==> src/rtl/datapath_ctrl.sv <==
// ============================================================================
// datapath_ctrl
// ----------------------------------------------------------------------------
// Control sequencer for the datapath. One 16-bit instruction is accepted per
// s/w handshake. The instruction is decoded and then driven out as a fixed,
// multi-cycle sequence of datapath strobes:
//   register reads into A and B, ALU/shift, C or status load, register write.
//
// Optional feature macro: DATAPATH_CTRL_ILLEGAL_FLAG_EN
//   When defined, the o_illegal output exists as a registered sticky flag.
//   It is set when an illegal encoding leaves S_DECODE, and it is cleared by
//   reset or by the next accepted instruction.
//   When undefined, the port is absent and illegal encodings return to
//   S_WAIT silently.
//
// Ports
//   i_clk          rising-edge clock
//   i_reset        asynchronous, active-high reset
//   i_s            start request, sampled only while o_w=1
//   i_instr        instruction, captured on the edge where s&w=1
//   o_w            ready/idle (1 only in S_WAIT)
//   o_readnum      register-file read address
//   o_writenum     register-file write address
//   o_write        register-file write enable
//   o_vsel         write-back select (1=datapath_in, 0=C)
//   o_loada        load A
//   o_loadb        load B
//   o_asel         force ALU A input to 0
//   o_bsel         alternate B source select (always 0)
//   o_shift        shifter operation applied to B
//   o_ALUop        00 add, 01 sub, 10 and, 11 not-B
//   o_loadc        load C
//   o_loads        load status (Z)
//   o_datapath_in  sign-extended imm8 taken from the instruction register
//   o_illegal      sticky illegal-encoding flag (macro-dependent)
// ============================================================================
module datapath_ctrl #(
    parameter int DW    = 16,
    parameter int RW    = 3,
    parameter int IMM_W = 8
) (
    input  logic          i_clk,
    input  logic          i_reset,
    input  logic          i_s,
    input  logic [15:0]   i_instr,
    output logic          o_w,
    output logic [RW-1:0] o_readnum,
    output logic [RW-1:0] o_writenum,
    output logic          o_write,
    output logic          o_vsel,
    output logic          o_loada,
    output logic          o_loadb,
    output logic          o_asel,
    output logic          o_bsel,
    output logic [1:0]    o_shift,
    output logic [1:0]    o_ALUop,
    output logic          o_loadc,
    output logic          o_loads,
`ifdef DATAPATH_CTRL_ILLEGAL_FLAG_EN
    output logic [DW-1:0] o_datapath_in,
    output logic          o_illegal
`else
    output logic [DW-1:0] o_datapath_in
`endif
);

    typedef enum logic [2:0] {
        S_WAIT,
        S_DECODE,
        S_GETA,
        S_GETB,
        S_ALU,
        S_WRD,
        S_WIMM
    } state_t;

    state_t      r_state;
    state_t      w_nextState;
    logic [15:0] r_ir;

    logic [2:0]    w_opc;
    logic [1:0]    w_op;
    logic [RW-1:0] w_rn;
    logic [RW-1:0] w_rd;
    logic [RW-1:0] w_rm;
    logic [1:0]    w_sh;
    logic          w_accept;
    logic          w_isMovImm;
    logic          w_isMovReg;
    logic          w_isAlu;
    logic          w_isCmp;
    logic          w_isMvn;
    logic          w_legal;

    // Register fields are taken from the instruction register.
    assign w_opc = r_ir[15:13];
    assign w_op  = r_ir[12:11];
    assign w_rn  = r_ir[10:8];
    assign w_rd  = r_ir[7:5];
    assign w_sh  = r_ir[4:3];
    assign w_rm  = r_ir[2:0];

    assign w_accept   = (r_state == S_WAIT) && i_s;
    assign w_isMovImm = (w_opc == 3'b110) && (w_op == 2'b10);
    assign w_isMovReg = (w_opc == 3'b110) && (w_op == 2'b00);
    assign w_isAlu    = (w_opc == 3'b101);
    assign w_isCmp    = w_isAlu && (w_op == 2'b01);
    assign w_isMvn    = w_isAlu && (w_op == 2'b11);
    assign w_legal    = w_isMovImm || w_isMovReg || w_isAlu;

    // The immediate is sign-extended from the held IR, so it reads 0 after reset.
    assign o_datapath_in = {{(DW-IMM_W){r_ir[IMM_W-1]}}, r_ir[IMM_W-1:0]};

    // The state register and the instruction register share the async reset.
    // The IR only loads on an accept, so instruction changes while busy are ignored.
    always_ff @(posedge i_clk or posedge i_reset) begin
        if (i_reset) begin
            r_state <= S_WAIT;
            r_ir    <= '0;
        end else begin
            r_state <= w_nextState;
            if (w_accept) begin
                r_ir <= i_instr;
            end
        end
    end

`ifdef DATAPATH_CTRL_ILLEGAL_FLAG_EN
    logic r_illegal;

    // The flag is sticky until the next accepted instruction.
    always_ff @(posedge i_clk or posedge i_reset) begin
        if (i_reset) begin
            r_illegal <= 1'b0;
        end else if (w_accept) begin
            r_illegal <= 1'b0;
        end else if ((r_state == S_DECODE) && !w_legal) begin
            r_illegal <= 1'b1;
        end
    end

    assign o_illegal = r_illegal;
`endif

    // Next-state logic and strobe decode. The outputs depend only on the
    // registered state and the IR, so each strobe is glitch-free for a full cycle.
    always_comb begin
        w_nextState = r_state;
        o_w         = 1'b0;
        o_readnum   = '0;
        o_writenum  = '0;
        o_write     = 1'b0;
        o_vsel      = 1'b0;
        o_loada     = 1'b0;
        o_loadb     = 1'b0;
        o_asel      = 1'b0;
        o_bsel      = 1'b0;
        o_shift     = 2'b00;
        o_ALUop     = 2'b00;
        o_loadc     = 1'b0;
        o_loads     = 1'b0;

        case (r_state)
            S_WAIT: begin
                o_w = 1'b1;
                if (i_s) begin
                    w_nextState = S_DECODE;
                end
            end
            S_DECODE: begin
                if (w_isMovImm) begin
                    w_nextState = S_WIMM;
                end else if (w_isMovReg || w_isMvn) begin
                    w_nextState = S_GETB;
                end else if (w_isAlu) begin
                    w_nextState = S_GETA;
                end else begin
                    w_nextState = S_WAIT;
                end
            end
            S_GETA: begin
                o_readnum   = w_rn;
                o_loada     = 1'b1;
                w_nextState = S_GETB;
            end
            S_GETB: begin
                o_readnum   = w_rm;
                o_loadb     = 1'b1;
                w_nextState = S_ALU;
            end
            S_ALU: begin
                o_shift = w_sh;
                // A register-to-register move is an add with A forced to zero.
                if (w_isMovReg) begin
                    o_asel  = 1'b1;
                    o_ALUop = 2'b00;
                end else begin
                    o_ALUop = w_op;
                end
                // A compare only updates status and has no destination.
                if (w_isCmp) begin
                    o_loads     = 1'b1;
                    w_nextState = S_WAIT;
                end else begin
                    o_loadc     = 1'b1;
                    w_nextState = S_WRD;
                end
            end
            S_WRD: begin
                o_writenum  = w_rd;
                o_write     = 1'b1;
                w_nextState = S_WAIT;
            end
            S_WIMM: begin
                o_writenum  = w_rn;
                o_vsel      = 1'b1;
                o_write     = 1'b1;
                w_nextState = S_WAIT;
            end
            default: begin
                w_nextState = S_WAIT;
            end
        endcase
    end

endmodule

==> config.mk <==
export PLATFORM = sky130hd
export DESIGN_NAME = datapath_ctrl
export DESIGN_NICKNAME = d
export VERILOG_FILES = /design/src/rtl/datapath_ctrl.sv
export SDC_FILE = /design/constraint.sdc
export NUM_CORES = 1
export LEC_CHECK = 0
export BUFFER_PORTS_ARGS = -buffer_cell sky130_fd_sc_hd__buf_2
export CAP_MARGIN = 30
export CORE_UTILIZATION = 49
export CTS_CLUSTER_DIAMETER = 80
export DETAILED_ROUTE_END_ITERATION = 6
export PLACE_DENSITY = 0.82
export SLEW_MARGIN = 40
export SYNTH_ARGS = -nofsm -noshare
export SYNTH_HDL_FRONTEND = slang
export SYNTH_SLANG_ARGS = --single-unit
==> constraint.sdc <==
create_clock -name i_clk -period 3.7 [get_ports i_clk]
set_input_delay 0.185 -clock i_clk [delete_from_list [all_inputs] [get_ports i_clk]]
set_output_delay 0.185 -clock i_clk [all_outputs]
set_load 0.02 [all_outputs]
* Yosys cells after proc, flatten, opt, wreduce, memory -nomap -nowiden
Index checks and enable logic that the tools add are counted.
Widths: inputs -> output; s select.
** Storage, ports and cells
- Bits in read-only memories :: 0
- Memories kept :: 0
- Bits in latches :: 0
- Bits of input ports :: 19
- Register bits after elaboration :: 19
- Word-level logic and storage cells :: 45
- Bits in writable memories :: 0
** Cells by class
- $lt $le $gt $ge :: 0
- Bitwise gates (word level) :: 0
- Divide/modulo/power cells :: 0
- Shifts and indexed selects :: 0
- Multiplexer cells :: 22
- Eq/ne operators :: 12
- Add/sub/neg operators :: 0
- Multipliers :: 0
- Reductions and logical operators :: 9
** Operators by type and width (number)
- $eq 3x3->1 const B :: 5
- $pmux 3 s5 :: 1
- $pmux 3 s2 :: 2
- $mux 1 :: 11
- $mux 2 :: 5
- $mux 3 :: 3
- $eq 3x2->1 const B :: 2
- $logic_and 1x1->1 :: 5
- $eq 2x2->1 const B :: 2
- $eq 3x1->1 const B :: 1
- $logic_not 3->1 :: 1
- $eq 2x1->1 const B :: 1
- $logic_not 2->1 :: 1
- $ne 2x2->1 const B :: 1
- $reduce_or 2->1 :: 1
- $logic_or 1x1->1 :: 1

* Longest topological paths before layout
- Word-level depth :: 6
- Mapped depth :: 6

* Worst setup path after synthesis
No wires, ideal clock.
- Path kind :: reg-to-reg
- Start :: register r_state[0]
- End :: register r_ir[0]
- Cell stages (with the launch flop) :: 7
- Arrival :: 1.584 ns
- Buffers on the path :: 3
- Setup slack :: 1.991 ns
- Period minus slack after synthesis :: 1.709 ns
- Setup time :: 0.125 ns
- Cells stage by stage :: dfrtp_1 > buf_6 > nor3_2 > and2_4 > buf_8 > buf_12 > mux2_4
** Between the ends
- Longest elaborated chain between the ends :: 2
** RTL lines
- start: declaration :: line 77 : state_t r_state;
- start signal: assignment :: line 121 : r_state <= w_nextState;
- $logic_not 3->1 :: line 103 : assign w_accept = (r_state == S_WAIT) && i_s;
- $logic_and 1x1->1 :: line 103
- end signal: assignment :: line 123 : r_ir <= i_instr;
- end: declaration :: line 79 : logic [15:0] r_ir;
No other way between the ends.
A chain may end at the register's enable or synchronous reset.

* Worst setup path in the final report
- Start :: register r_state[0]
- End :: output port o_loadc
** Between the ends
- Longest elaborated chain between the ends :: 2
** RTL lines
- $eq 3x3->1 :: line 163 : case (r_state)
- $mux 1 :: line 163
- end: declaration :: line 57 : output logic o_loadc,
No other way between the ends.

==> flow_metrics.env <==
export IMPL_worstReg2RegStart="r_state[0]"
export IMPL_port_buffers=52
export IMPL_cts_hold_buf=0
export IMPL_grt_use_total=0.189
export IMPL_timing_fmax_mhz=492
export IMPL_finalPower_mw=1.09
export IMPL_cellPowerDensity_nw_per_um2=838
export IMPL_synth_seq_cells=19
export IMPL_path_max_fanout=9
export IMPL_core_um2=2230
export IMPL_layout_commonest_cell="buf_2"
export IMPL_clock_sinks=19
export IMPL_cts_tree="built"
export IMPL_clk_pin_slew_worst_paths_ps=110
export IMPL_relSlewSlack=0.517
export IMPL_yosysSeqAreaShare=0.409
export IMPL_cap_violations=0
export IMPL_finalCritPeriodShare=0.549
export IMPL_syn_to_final_growth_pct=12.3
export IMPL_p_leak_nw=0.676
export IMPL_ctsResizeCount=0
export IMPL_n_antenna_cell=0
export IMPL_synth_area_um2=1160
export IMPL_avgViaCountPerCell=5.13
export IMPL_syn_area_per_cell_um2=11.5
export IMPL_post_route_drc_count=0
export IMPL_die_y_um=50.7
export IMPL_root_buffer="clkbuf_4"
export IMPL_syn_nets=120
export IMPL_cts_buffers=3
export IMPL_cp_arrival_ps=1850
export IMPL_rsz0062_at_grt="false"
export IMPL_avgRoutedWirePerCell_um=13.1
export IMPL_hold_viol_final=19
export IMPL_drtIter0Drc=10
export IMPL_whs_ps=-12.9
export IMPL_syn_inst=101
export IMPL_critPathCaptureType="primary output"
export IMPL_die_x_um=50.7
export IMPL_irDropWorstVdd_v=0.000541
export IMPL_gp_congestion=0.741
export IMPL_grt_pass1_vias=774
export IMPL_worst_slew_pin_slew_ps=724
export IMPL_dp_hpwl_um=1630
export IMPL_initial_core_util=0.520
export IMPL_worstSetupStartpoint="r_state[0]"
export IMPL_firstDrtPassIters=4
export IMPL_vias=841
export IMPL_status="finished, violations left"
export IMPL_die_area_um2=2570
export IMPL_row_count=17
export IMPL_crit_type="flip-flop to primary output"
export IMPL_insertion_delay_ps=300
export IMPL_cts_setup_buffers=0
export IMPL_setup_slack_ps=1670
export IMPL_hold_class="input pin to async pin"
export IMPL_final_cell_mix="52 x buf_2, 19 x dfrtp_1, 10 x mux2_4"
export IMPL_failed_checks="hold timing"
export IMPL_cts_buffer_depth=2
export IMPL_fin_nets=156
export IMPL_postRouteAntennaNets=0
export IMPL_grt_max_degree=20
export IMPL_preCtsSetupSlack_ps=2000
export IMPL_final_setup_viol_count=0
export IMPL_setup_tns_ps=0
export IMPL_grt_first_pass_wirelength_um=3550
export IMPL_maxSlewViolCount=0
export IMPL_finClkSkew_ps=2.48
export IMPL_critPathLaunchType="flip-flop"
export IMPL_yosysWarningCount=0
export IMPL_critPathRequiredTime_ps=3510
export IMPL_cts_max_level=1
export IMPL_fin_crit_ps=2030
export IMPL_layout_drive_gt1_share=0.551
export IMPL_io_pins=54
export IMPL_antenna_found_initial=0
export IMPL_synth_cell_types=32
export IMPL_r2r_cells=3
export IMPL_routed_wl_um=2150
export IMPL_grt_remaining_overflow=0
==> flip-flops by register name, summed over array words and instances (netlist names) <==
signal   count
r_state      3
r_ir        16
==> worst max-delay path, cell delays in order, from the launching register on <==
cell and delay (ps):
dfrtp_1 480, nor3b_1 530, o21ai_0 280, inv_1 100
buf_2 160
==> stage by stage <==
| step | utilization | instance area, um^2 | std cells |
|---|---|---|---|
| 6_report | 0.584 | 1310 | 164 |
| 5_1_grt | 0.584 | 1310 | 164 |
| 4_1_cts | 0.584 | 1310 | 164 |
| 3_5_place_dp | 0.573 | 1280 | 160 |
| 3_3_place_gp | 0.573 | 1280 | 160 |
| 2_1_floorplan | - | 1160 | 101 |
==> cell usage after synthesis <==
master	n	area, um^2
nor4b_1	1	8.76
conb_1	1	3.75
buf_6	1	11.3
and2_4	1	8.76
inv_1	4	15.0
nand3b_1	1	7.51
nor2b_1	2	12.5
dfrtp_1	19	475
and2_1	4	25.0
nand2b_1	1	6.26
nand2_1	2	7.51
buf_4	17	128
buf_8	1	15.0
o21a_1	1	7.51
a21oi_1	1	5.00
mux2_4	10	150
o311ai_0	1	8.76
and4b_1	1	10.0
o2111ai_1	1	8.76
nor2_1	5	18.8
and2b_2	1	8.76
buf_2	1	5.00
o21ai_0	2	10.0
a22oi_1	3	22.5
nor3b_1	5	37.5
a22o_1	3	26.3
nor3_2	1	10.0
and3_2	1	7.51
o211ai_1	1	7.51
mux2_2	6	67.6
a31oi_1	1	6.26
buf_12	1	20.0
==> per-layer routing <==
metal | up-vias | share of wire | GRT usage
met5 | - | 0 | 0
met1 | 404 | 0.46 | 0.251
li1 | 403 | - | -
met4 | 0 | 0.0065 | 0.0741
met3 | 2 | 0.046 | 0.0394
met2 | 32 | 0.49 | 0.300
==> where the power goes <==
| part | internal [mW] | switching, mW |
|---|---|---|
| Combinational | 0.265 | 0.300 |
| Clock | 0.0420 | 0.0651 |
| Sequential | 0.307 | 0.114 |
| Total | 0.614 | 0.479 |
==> logic make-up (layout without fill, tap and decap cells) <==
logic type | count (synthesis) | count (layout) | share of synthesized area
other | 1 | 1 | 0.00323
AOI/OAI and AO/OA | 14 | 14 | 0.0883
muxes | 16 | 16 | 0.187
buffers and inverters | 25 | 60 | 0.167
and+or+nand+nor | 26 | 26 | 0.145
DFF | 19 | 19 | 0.409
==> worst paths after layout <==
check | endpoint | slack, ps
worst min register to register | r_ir[3] | 540
worst max register to register | r_state[0] | 2120
worst max-delay path | o_loadc | 1670
max in group asynchronous | r_ir[14] | 3260
min in group i_clk | r_ir[15] | 110
worst min-delay path | r_ir[2] | -10
==> cell type report <==
| type | instances | area [um^2] |
|---|---|---|
| tap | 28 | 35.0 |
| inverter | 4 | 15.0 |
| clock buffer | 4 | 26.3 |
| sequential | 19 | 475 |
| timing repair buffer | 52 | 260 |
| fill | 208 | 928 |
| multi-input combinational | 57 | 493 |
No activity file was read; power rests on OpenSTA's default activity.
